--- src/rtl/int_accept_unit.sv ---
// int_accept_unit: accepts one pending interrupt at an instruction commit
// boundary. It flushes the pipeline, redirects fetch to the handler vector,
// tracks handler execution, and redirects back to the saved return PC once the
// handler's return instruction commits.
// Optional feature: define INT_LAT_STATS_EN to enable the interrupt count and
// worst-case acceptance-to-redirect latency statistics.
module int_accept_unit #(
    parameter int LAT_WIDTH = 16
) (
    input  logic                 clk,
    input  logic                 rst,
    input  logic                 signal_interrupt,
    input  logic [31:0]          interrupt_PC,
    output logic                 interrupt_serviced,
    input  logic                 int_enable,
    input  logic                 commit_valid,
    input  logic [31:0]          commit_pc,
    input  logic                 mret_valid,
    output logic                 flush,
    output logic                 redirect_valid,
    output logic [31:0]          redirect_pc,
    input  logic                 redirect_ready,
    output logic [31:0]          epc,
    output logic                 in_handler,
    output logic [LAT_WIDTH-1:0] int_count,
    output logic [LAT_WIDTH-1:0] lat_max
);

    typedef enum logic [2:0] {
        ST_IDLE,
        ST_WAIT_BOUNDARY,
        ST_REDIRECT,
        ST_HANDLER,
        ST_RETURN
    } state_t;

    state_t      state_q, state_d;
    logic [31:0] vec_pc_q, vec_pc_d;
    logic [31:0] epc_q, epc_d;
    logic [31:0] redirect_pc_q, redirect_pc_d;
    logic        redirect_valid_q, redirect_valid_d;
    logic        flush_q, flush_d;
    logic        serviced_q, serviced_d;
    logic        in_handler_q, in_handler_d;

    logic        accept;
    logic        vector_handshake;

    // Acceptance is only possible from IDLE; the vector handshake completes the redirect.
    assign accept           = (state_q == ST_IDLE) && signal_interrupt && int_enable;
    assign vector_handshake = (state_q == ST_REDIRECT) && redirect_ready;

    // Next-state and next-output logic; pulses default low, levels hold.
    always_comb begin
        state_d          = state_q;
        vec_pc_d         = vec_pc_q;
        epc_d            = epc_q;
        redirect_pc_d    = redirect_pc_q;
        redirect_valid_d = redirect_valid_q;
        flush_d          = 1'b0;
        serviced_d       = 1'b0;
        in_handler_d     = in_handler_q;
        unique case (state_q)
            ST_IDLE: begin
                if (accept) begin
                    vec_pc_d = interrupt_PC;
                    state_d  = ST_WAIT_BOUNDARY;
                end
            end
            ST_WAIT_BOUNDARY: begin
                if (commit_valid) begin
                    epc_d            = commit_pc;
                    flush_d          = 1'b1;
                    redirect_valid_d = 1'b1;
                    redirect_pc_d    = vec_pc_q;
                    state_d          = ST_REDIRECT;
                end
            end
            ST_REDIRECT: begin
                if (redirect_ready) begin
                    redirect_valid_d = 1'b0;
                    in_handler_d     = 1'b1;
                    state_d          = ST_HANDLER;
                end
            end
            ST_HANDLER: begin
                if (mret_valid) begin
                    serviced_d       = 1'b1;
                    redirect_valid_d = 1'b1;
                    redirect_pc_d    = epc_q;
                    state_d          = ST_RETURN;
                end
            end
            ST_RETURN: begin
                if (redirect_ready) begin
                    redirect_valid_d = 1'b0;
                    in_handler_d     = 1'b0;
                    state_d          = ST_IDLE;
                end
            end
            default: begin
                redirect_valid_d = 1'b0;
                in_handler_d     = 1'b0;
                state_d          = ST_IDLE;
            end
        endcase
    end

    // Sequencer state and registered outputs; reset returns everything to IDLE.
    always_ff @(posedge clk or negedge rst) begin
        if (!rst) begin
            state_q          <= ST_IDLE;
            vec_pc_q         <= '0;
            epc_q            <= '0;
            redirect_pc_q    <= '0;
            redirect_valid_q <= 1'b0;
            flush_q          <= 1'b0;
            serviced_q       <= 1'b0;
            in_handler_q     <= 1'b0;
        end else begin
            state_q          <= state_d;
            vec_pc_q         <= vec_pc_d;
            epc_q            <= epc_d;
            redirect_pc_q    <= redirect_pc_d;
            redirect_valid_q <= redirect_valid_d;
            flush_q          <= flush_d;
            serviced_q       <= serviced_d;
            in_handler_q     <= in_handler_d;
        end
    end

    assign flush              = flush_q;
    assign redirect_valid     = redirect_valid_q;
    assign redirect_pc        = redirect_pc_q;
    assign epc                = epc_q;
    assign in_handler         = in_handler_q;
    assign interrupt_serviced = serviced_q;

`ifdef INT_LAT_STATS_EN
    localparam logic [LAT_WIDTH-1:0] LAT_ONE = {{(LAT_WIDTH-1){1'b0}}, 1'b1};

    logic [LAT_WIDTH-1:0] int_count_q, int_count_d;
    logic [LAT_WIDTH-1:0] lat_cnt_q, lat_cnt_d;
    logic [LAT_WIDTH-1:0] lat_max_q, lat_max_d;
    logic [LAT_WIDTH-1:0] lat_total;

    // Latency counts clock edges from acceptance to the vector handshake; all counters saturate.
    always_comb begin
        int_count_d = int_count_q;
        lat_cnt_d   = lat_cnt_q;
        lat_max_d   = lat_max_q;
        lat_total   = (&lat_cnt_q) ? lat_cnt_q : lat_cnt_q + LAT_ONE;
        if (accept) begin
            lat_cnt_d = '0;
        end else if ((state_q == ST_WAIT_BOUNDARY) || (state_q == ST_REDIRECT)) begin
            lat_cnt_d = lat_total;
        end
        if (vector_handshake) begin
            if (!(&int_count_q)) begin
                int_count_d = int_count_q + LAT_ONE;
            end
            if (lat_total > lat_max_q) begin
                lat_max_d = lat_total;
            end
        end
    end

    // Statistics registers.
    always_ff @(posedge clk or negedge rst) begin
        if (!rst) begin
            int_count_q <= '0;
            lat_cnt_q   <= '0;
            lat_max_q   <= '0;
        end else begin
            int_count_q <= int_count_d;
            lat_cnt_q   <= lat_cnt_d;
            lat_max_q   <= lat_max_d;
        end
    end

    assign int_count = int_count_q;
    assign lat_max   = lat_max_q;
`else
    assign int_count = '0;
    assign lat_max   = '0;
`endif

endmodule

--- config.mk ---
export PLATFORM = sky130hd
export DESIGN_NAME = int_accept_unit
export DESIGN_NICKNAME = d
export VERILOG_FILES = /design/src/rtl/int_accept_unit.sv
export SDC_FILE = /design/constraint.sdc
export NUM_CORES = 1
export LEC_CHECK = 0
export ABC_AREA = 1
export BUFFER_PORTS_ARGS = -buffer_cell sky130_fd_sc_hd__buf_4
export CAP_MARGIN = 20
export CORE_MARGIN = 2
export CORE_UTILIZATION = 30
export CTS_BUF_LIST = sky130_fd_sc_hd__clkbuf_2
export DETAILED_ROUTE_END_ITERATION = 8
export GPL_TIMING_DRIVEN = 0
export REMOVE_ABC_BUFFERS = 1
export SYNTH_ARGS = -nofsm -noshare
export SYNTH_HDL_FRONTEND = slang
export SYNTH_SLANG_ARGS = --single-unit
--- constraint.sdc ---
create_clock -name clk -period 2.42 [get_ports clk]
set_clock_uncertainty 0.15 [all_clocks]
set_input_delay 0.242 -clock clk [delete_from_list [all_inputs] [get_ports clk]]
set_output_delay 0.242 -clock clk [all_outputs]
set_load 0.01 [all_outputs]
==> results of run 1 <==
final timing paths:
check                                 from         endpoint  slack, ns  cells past startpoint
setup / recovery                state_q[2]     vec_pc_q[22]       0.20                      5
hold / removal                         rst  redirect_pc[27]       0.09                      2
setup reg to reg                state_q[2]     vec_pc_q[22]       0.20                      5
hold reg to reg            redirect_pc[20]  redirect_pc[20]       0.36                      2
max in group asynchronous              rst          epc[24]       1.33                      3
min in group clk              commit_pc[5]           epc[5]       0.22                      4
kinds of logic after synthesis:
logic type	after synthesis	share of synthesized area [%]
other	1	0.0805
AO/OA/AOI/OAI	88	9.46
buffers and inverters	127	14.0
AND/OR/NAND/NOR	250	21.1
flip-flops	103	55.3
power by group through the flow:
stage / Combinational (mW) / Clock (mW) / Sequential (mW)
4_1_cts: 3.35 / 0.842 / 2.91
3_5_place_dp: 3.03 / 0 / 2.95
3_3_place_gp: 2.95 / 0 / 2.92
6_report: 3.31 / 0.787 / 2.91
5_1_grt: 3.77 / 0.911 / 3.01
2_1_floorplan: 1.40 / 0 / 3.11
sequential cells by signal (all words and copies together), names as in the netlist:
register / cells
epc: 32
in_handler: 1
state_q: 3
interrupt_serviced: 1
redirect_pc: 32
redirect_valid: 1
vec_pc_q: 32
flush: 1
cell usage in the layout (no fill, tap or decap):
cell and instances:
buf_12 2, clkinv_1 2, buf_4 139, clkbuf_2 10, clkinv_2 1, o21ai_0 71, dlygate4sd3_1 85, inv_1 67
bufinv_16 1, nor2_1 3, dfrtp_1 103, buf_16 1, conb_1 32, inv_2 2, nand4_1 1, nand2_1 233
nor2_2 3, nand2_8 1, nor2_4 2, nand3_1 7, nand4_4 1, inv_6 1, o21ai_1 17, clkinvlp_4 1
layer usage:
metal	track usage (%)	wire (microns)	part of all wire, %
met2	27.0	5900	47
met1	19.4	5740	46
met4	3.26	97	0.78
met3	5.03	715	5.7
met5	0	0	0
layout make-up:
class                           count  area, sq um  area share, %
Clock buffer                       10         50.0          0.746
Clock inverter                      5         50.0          0.746
Inverter                           70          268           3.99
Multi-Input combinational cell    371         1570           23.4
Sequential cell                   103         2580           38.4
Tap cell                          188          235           3.50
Timing Repair Buffer              227         1960           29.2
repair_timing:
item	CTS	global route
pin swaps	1	1
hold buffers	85	0
setup endpoints to repair	33	11
hold endpoints to repair	132	0
buffers inserted	1	0
gates cloned	1	0
resized for setup	2	2
==> impl_metrics.ini, run 1 <==
[sta]
fin_setup_tns_ns = 0
timing_hold_violations_final = 0
fmax_ghz = 0.450
hold_slack_ns = 0.0944
setup_ws_ns = 0.197
fin_crit_sh_pct = 91.9
worst_pin_slew_ns = 0.968
maxSlewViolCount = 0
finalSetupViolations = 0
rsz0062_at_grt = no
slew_headroom_pct = 35.4
fin_crit_ns = 2.22

[synthesis]
synth_ff_type = dfrtp_1
synth_seq_cells = 103
syn-cell-area_sq_um = 4660
syn_inst = 569
synth_top_area_cell = dfrtp_1
synth_top_area_share_pct = 55.3
synth_commonest_cells = nand2_1, dfrtp_1, o21ai_0
synth_cell_types = 18
yosysSeqAreaShare_pct = 55.3
synth_edf_count = 0
avgSynthCellArea_sq_um = 8.18
async_flop_share_pct = 100
netlist_top_cells_area = dfrtp_1, nand2_1, o21ai_0
synthMostInstantiatedCell = nand2_1
synth_warnings = 0

[status]
run_status = completed

[clock_network]
cts_tree = yes
cts.path.max_buffers = 2
worstSkewPairLatency_ns = 0.58
cts_root_buf = clkbuf_2
h-tree-depth = 3
path_clk_slew_ns = 0.27
cts_buffers = 9
cts_sinks = 103

[floorplan]
start_util_pct = 30.6
die_area_sq_um = 16500
rows = 45
pin_count = 171
die_x_microns = 129
core_region_area_sq_um = 15200
dieHeight_microns = 129

[global_route]
grt_max_degree = 63
grt_pass1_wl_mm = 20.3
grt_pass1_vias = 4011
grt_util_all_layers_pct = 15.7
grt-ovfl-total = 0
grt_antenna_before_repair = 0

[finish]
fillCellCount = 1576
n_antenna_cell = 0
final_area_sq_um = 6710
nets = 853
drive_above_1_share_pct = 21.0
syn2layout_area_growth_pct = 44.1
final_cells = 974
fin_util_pct = 44.2

[pwr]
p_total_mw = 7.01
p_sw_mw = 2.80
peakVddDrop_mv = 0.493
p_seq_share_pct = 41.6
leakage_nw = 3.65
p_sw_share_pct = 40.0
pwr-share-comb_pct = 47.2
powerDensity_nw_per_um2 = 1040
intPower_mw = 4.21
p_clk_share_pct = 11.2

[routing]
vias = 4053
viasPerCell = 4.16
totalWireLength_mm = 12.5
drc = 0
first_iter_violations = 169
ant_nets = 0
detail_route.wl_per_cell_microns = 12.8
firstDrtPassIters = 4

[setup_path]
critPathMaxFanout = 25
critPathArrivalTime_ns = 2.59
cp-end-kind = flop
path_cells = nor2_2, nand4_4, nand2_1, o21ai_0, dlygate4sd3_1
slowest_stage = dlygate4sd3_1
crit_buf_inv = 1
crit_path_start_kind = flop
crit_required_ns = 2.78
slowest_delay_ns = 0.57
cpLargestDelayFamily = simple AND/OR/NAND/NOR gates
critical_path_class = flop to flop

[placed_design]
place_ws_ns = -0.504
port_buffers = 138
gp_congestion = 0.730
placedCellCount = 872
dpl-instance-area_sq_um = 5730
hpwlAfterDp_mm = 7.49

[worst_hold_path]
min_path_type = primary input to async pin

[flow_run]
maxCapViolations = 0
(Power assumes the default switching activity.)
==> run 2: changes to the inputs <==
- MAX_ROUTING_LAYER: default -> met4
==> run 2 against run 1 <==
Effect of this change: global-route usage rose by 0.52 points; fmax fell by 2.1%; sequential power barely moved; combinational power rose by 2%; worst hold slack got worse by 0.0050 ns; core utilization rose by 0.19 points; die area did not move; design area rose by 0.43%; via count rose by 1.4%; flip-flop and latch count did not move; first-iteration DRC count rose by 0.59%; total power rose by 0.74%.
==> impl_metrics.ini, run 2 (synthesis results as in run 1) <==
[floorplan]
die_area_sq_um = 16500
pin_count = 171
dieHeight_microns = 129
core_region_area_sq_um = 15200
rows = 45
die_x_microns = 129
start_util_pct = 30.6

[setup_path]
cp-end-kind = flop
critical_path_class = flop to flop
crit_required_ns = 2.79
critPathMaxFanout = 33
critPathArrivalTime_ns = 2.64
slowest_stage = dfrtp_1
crit_path_start_kind = flop
path_cells = inv_1, nor2_2, nand2_1, nor2_4, inv_2, nand2_8, inv_8, nand2_1, nand2_1
path_common_cell = nand2_1
slowest_delay_ns = 0.48

[clock_network]
cts_root_buf = clkbuf_2
cts.path.max_buffers = 2
cts_tree = yes
cts_buffers = 9
cts_sinks = 103
worstSkewPairLatency_ns = 0.59
h-tree-depth = 3
path_clk_slew_ns = 0.27

[global_route]
grt_max_degree = 63
grt-ovfl-total = 0
grt_pass1_wl_mm = 20.3
grt_util_all_layers_pct = 16.2
grt_pass1_vias = 4016
grt_antenna_before_repair = 0

[finish]
nets = 854
fin_util_pct = 44.3
n_antenna_cell = 0
final_cells = 975
fillCellCount = 1571
layout_commonest_cell = nand2_1
drive_above_1_share_pct = 21.1
final_area_sq_um = 6740
syn2layout_area_growth_pct = 44.8
mostFrequentLayoutCells = nand2_1, buf_4, dfrtp_1

[sta]
rsz0062_at_grt = no
hold_slack_ns = 0.0894
fin_setup_tns_ns = 0
maxSlewViolCount = 0
slew_headroom_pct = 36.5
fmax_ghz = 0.441
fin_crit_ns = 2.27
worst_pin_slew_ns = 0.950
setup_ws_ns = 0.150
fin_crit_sh_pct = 93.8
finalSetupViolations = 0
timing_hold_violations_final = 0

[routing]
ant_nets = 0
totalWireLength_mm = 12.9
drc = 0
first_iter_violations = 170
detail_route.wl_per_cell_microns = 13.3
viasPerCell = 4.22
vias = 4111
firstDrtPassIters = 6

[placed_design]
placedCellCount = 872
gp_congestion = 0.739
hpwlAfterDp_mm = 7.49
port_buffers = 138
dpl-instance-area_sq_um = 5730
place_ws_ns = -0.504

[pwr]
peakVddDrop_mv = 0.489
p_clk_share_pct = 11.1
p_seq_share_pct = 41.3
intPower_mw = 4.22
p_total_mw = 7.06
p_sw_mw = 2.85
powerDensity_nw_per_um2 = 1050
p_sw_share_pct = 40.3
leakage_nw = 3.65
pwr-share-comb_pct = 47.6

[status]
run_status = completed

[worst_hold_path]
min_path_type = primary input to async pin

[flow_run]
maxCapViolations = 0
==> run 2: changes by cell type in the layout (fill, tap and decap cells not counted), sizes merged <==
cell / delta
nand4: +1
==> run 2: worst paths after layout <==
check,startpoint,to,slack [ns],cells after the start
setup / recovery,state_q[0],redirect_pc[19],0.15,9
hold / removal,rst,redirect_pc[27],0.09,2
setup reg to reg,state_q[0],redirect_pc[19],0.15,9
hold reg to reg,redirect_pc[20],redirect_pc[20],0.35,2
max in group asynchronous,rst,redirect_pc[9],1.33,3
min in group clk,commit_pc[5],epc[5],0.22,4
==> run 2: cell type report <==
type	instances	area [sq um]	share of cell area, %
tap	188	235	3.49
clock inverter	5	50.0	0.742
clock buffer	10	50.0	0.742
timing repair buffer	227	1960	29.1
multi-input combinational	372	1600	23.7
inverter	70	270	4.01
sequential	103	2580	38.2
==> run 2: critical path: cells and delay by family (launching register included) <==
kind          cells  cell delay (ns)
buf+inv           3             0.79
simple gates      6             0.76
flops             1             0.48
==> run 2: power by group through the flow <==
stage / clock [mW] / sequential (mW) / combinational, mW
floorplan: 0 / 3.11 / 1.40
global route: 0.916 / 3.02 / 3.81
global placement: 0 / 2.92 / 2.95
finish: 0.783 / 2.92 / 3.36
detailed placement: 0 / 2.95 / 3.03
CTS: 0.842 / 2.91 / 3.35
==> run 2: repair_timing <==
action                                  4_1_cts  5_1_grt
pin swaps                                     1        1
gates cloned                                  1        1
hold buffers                                 85        0
gates resized for setup                       2        5
buffers inserted                              1        0
endpoints found under the hold margin       132        0
endpoints found under the setup margin       33       16
==> run 2: routing by layer <==
layer	global-route usage (%)	part of all wire, %	wire length [microns]
met1	20.1	47	6020
met2	26.9	47	6080
met3	4.28	5.4	698
met4	3.26	1.1	136
met5	-	0	0
==> run 3: changes to the inputs <==
- ABC_AREA: 1 -> default
==> run 3 against run 2 <==
Effect of this change: via count down 24%; highest routed layer unchanged; core utilization fell by 0.13 points; first-iteration DRC count decreased by 39%; non-clock buffer count decreased by 5.
==> impl_metrics.ini, run 3 <==
[worst_hold_path]
min_path_type = primary input to flop

[setup_path]
crit_path_start_kind = flop
critical_path_class = flop to flop
critPathArrivalTime_ns = 2.54
critPathMaxFanout = 27
crit_required_ns = 2.76
cp-end-kind = flop

[synthesis]
avgSynthCellArea_sq_um = 15.0
synth_top_area_cell = dfrtp_1
synth_top_area_share_pct = 56.5
synth_ff_type = dfrtp_1
synth_warnings = 0
async_flop_share_pct = 100
syn-cell-area_sq_um = 4560
synth_edf_count = 0
synth_seq_cells = 103
netlist_top_cells_area = dfrtp_1, mux2_2, buf_4
yosysSeqAreaShare_pct = 56.5
synth_commonest_cells = mux2_2, dfrtp_1, buf_4
synthMostInstantiatedCell = mux2_2
syn_inst = 305
synth_cell_types = 25

[finish]
mostFrequentLayoutCells = buf_4, mux2_2, dfrtp_1
drive_above_1_share_pct = 55.3
n_antenna_cell = 0
syn2layout_area_growth_pct = 45.6
layout_commonest_cell = buf_4
nets = 592
fin_util_pct = 44.2
final_cells = 714

[clock_network]
path_clk_slew_ns = 0.28
cts_buffers = 9
cts_root_buf = clkbuf_2
cts_sinks = 103
cts_resized = 0
cts_tree = yes
worstSkewPairLatency_ns = 0.58
h-tree-depth = 3
cts.path.max_buffers = 2

[routing]
detail_route.wl_per_cell_microns = 14.6
vias = 3141
ant_nets = 0
firstDrtPassIters = 4
totalWireLength_mm = 10.4
drc = 0
viasPerCell = 4.40
first_iter_violations = 104

[floorplan]
core_region_area_sq_um = 15000
rows = 45
start_util_pct = 30.4
pin_count = 171
dieHeight_microns = 127
die_area_sq_um = 16200
die_x_microns = 127

[global_route]
grt-ovfl-total = 0
grt_util_all_layers_pct = 13.7
grt_pass1_vias = 3369
grt_antenna_before_repair = 0
grt_pass1_wl_mm = 16.8
grt_max_degree = 57

[sta]
fmax_ghz = 0.454
setup_ws_ns = 0.218
finalSetupViolations = 0
timing_hold_violations_final = 0
maxSlewViolCount = 0
fin_crit_sh_pct = 91.0
fin_crit_ns = 2.20
rsz0062_at_grt = no

[placed_design]
hpwlAfterDp_mm = 7.00
placedCellCount = 621
gp_congestion = 0.709
place_ws_ns = -0.128
port_buffers = 138

[status]
run_status = completed

[pwr]
leakage_nw = 3.05
peakVddDrop_mv = 0.575
powerDensity_nw_per_um2 = 1150

[flow_run]
maxCapViolations = 0
[run 3: what timing repair did]
| item | in CTS | in global routing |
|---|---|---|
| buffers inserted | 5 | 0 |
| endpoints found under the hold margin | 174 | 0 |
| hold buffers | 72 | 0 |
| setup endpoints to repair | 41 | 0 |
[run 3: final cells by class]
type | instances | area, sq um
Clock buffer | 10 | 50.0
Fill cell | 1364 | 8390
Tap cell | 188 | 235
Multi-Input combinational cell | 185 | 1750
Timing Repair Buffer | 222 | 1950
Sequential cell | 103 | 2580
Clock inverter | 6 | 85.1
[run 3: final timing paths]
kind                                start              end  slack, ns  cells after the start
max in group asynchronous             rst           epc[8]       1.29                      4
max                            state_q[1]  redirect_pc[11]       0.22                      5
min in group asynchronous             rst   redirect_valid       0.55                      4
min reg2reg                redirect_valid   redirect_valid       0.37                      1
min                         commit_pc[22]          epc[22]       0.25                      3
max reg2reg                    state_q[1]  redirect_pc[11]       0.22                      5
[run 3: stage by stage]
step | setup TNS [ns] | total power, mW | hold WS, ns | cell area [sq um]
finish | 0 | 7.64 | 0.250 | 6650
global route | 0 | 8.20 | 0.150 | 6650
CTS | 0 | 7.78 | 0.151 | 6650
detailed placement | -4.51 | 6.68 | 0.160 | 5720
global placement | -170.29 | 6.47 | 0.308 | 5590
floorplan | -39.61 | 5.08 | -0.204 | 4320
[run 3: power breakdown]
part	internal (mW)	switching [mW]
Combinational	2.23	1.32
Sequential	2.58	0.593
Clock	0.343	0.573
Total	5.16	2.49
[run 3: critical path: stages (launching register included)]
cell and delay, ns:
dfrtp_2 0.74, buf_12 0.27, mux2i_1 0.36, nor2_4 0.11
buf_16 0.18, mux2_2 0.27
[run 3: logic make-up after synthesis]
logic type | after synthesis | synth area share (%)
buffers and inverters | 48 | 7.92
other | 1 | 0.0822
and+or+nand+nor | 15 | 2.49
muxes | 129 | 31.8
DFF | 103 | 56.5
AOI/OAI and AO/OA | 9 | 1.23
[run 3: per-layer routing]
metal	wire length (microns)	part of all wire [%]	vias to the layer above	global-route usage [%]
met5	0	0	-	-
met4	189	1.8	0	6.46
met3	357	3.4	16	2.43
met2	5510	53	94	23.1
met1	4350	42	1595	15.8
li1	-	-	1436	-
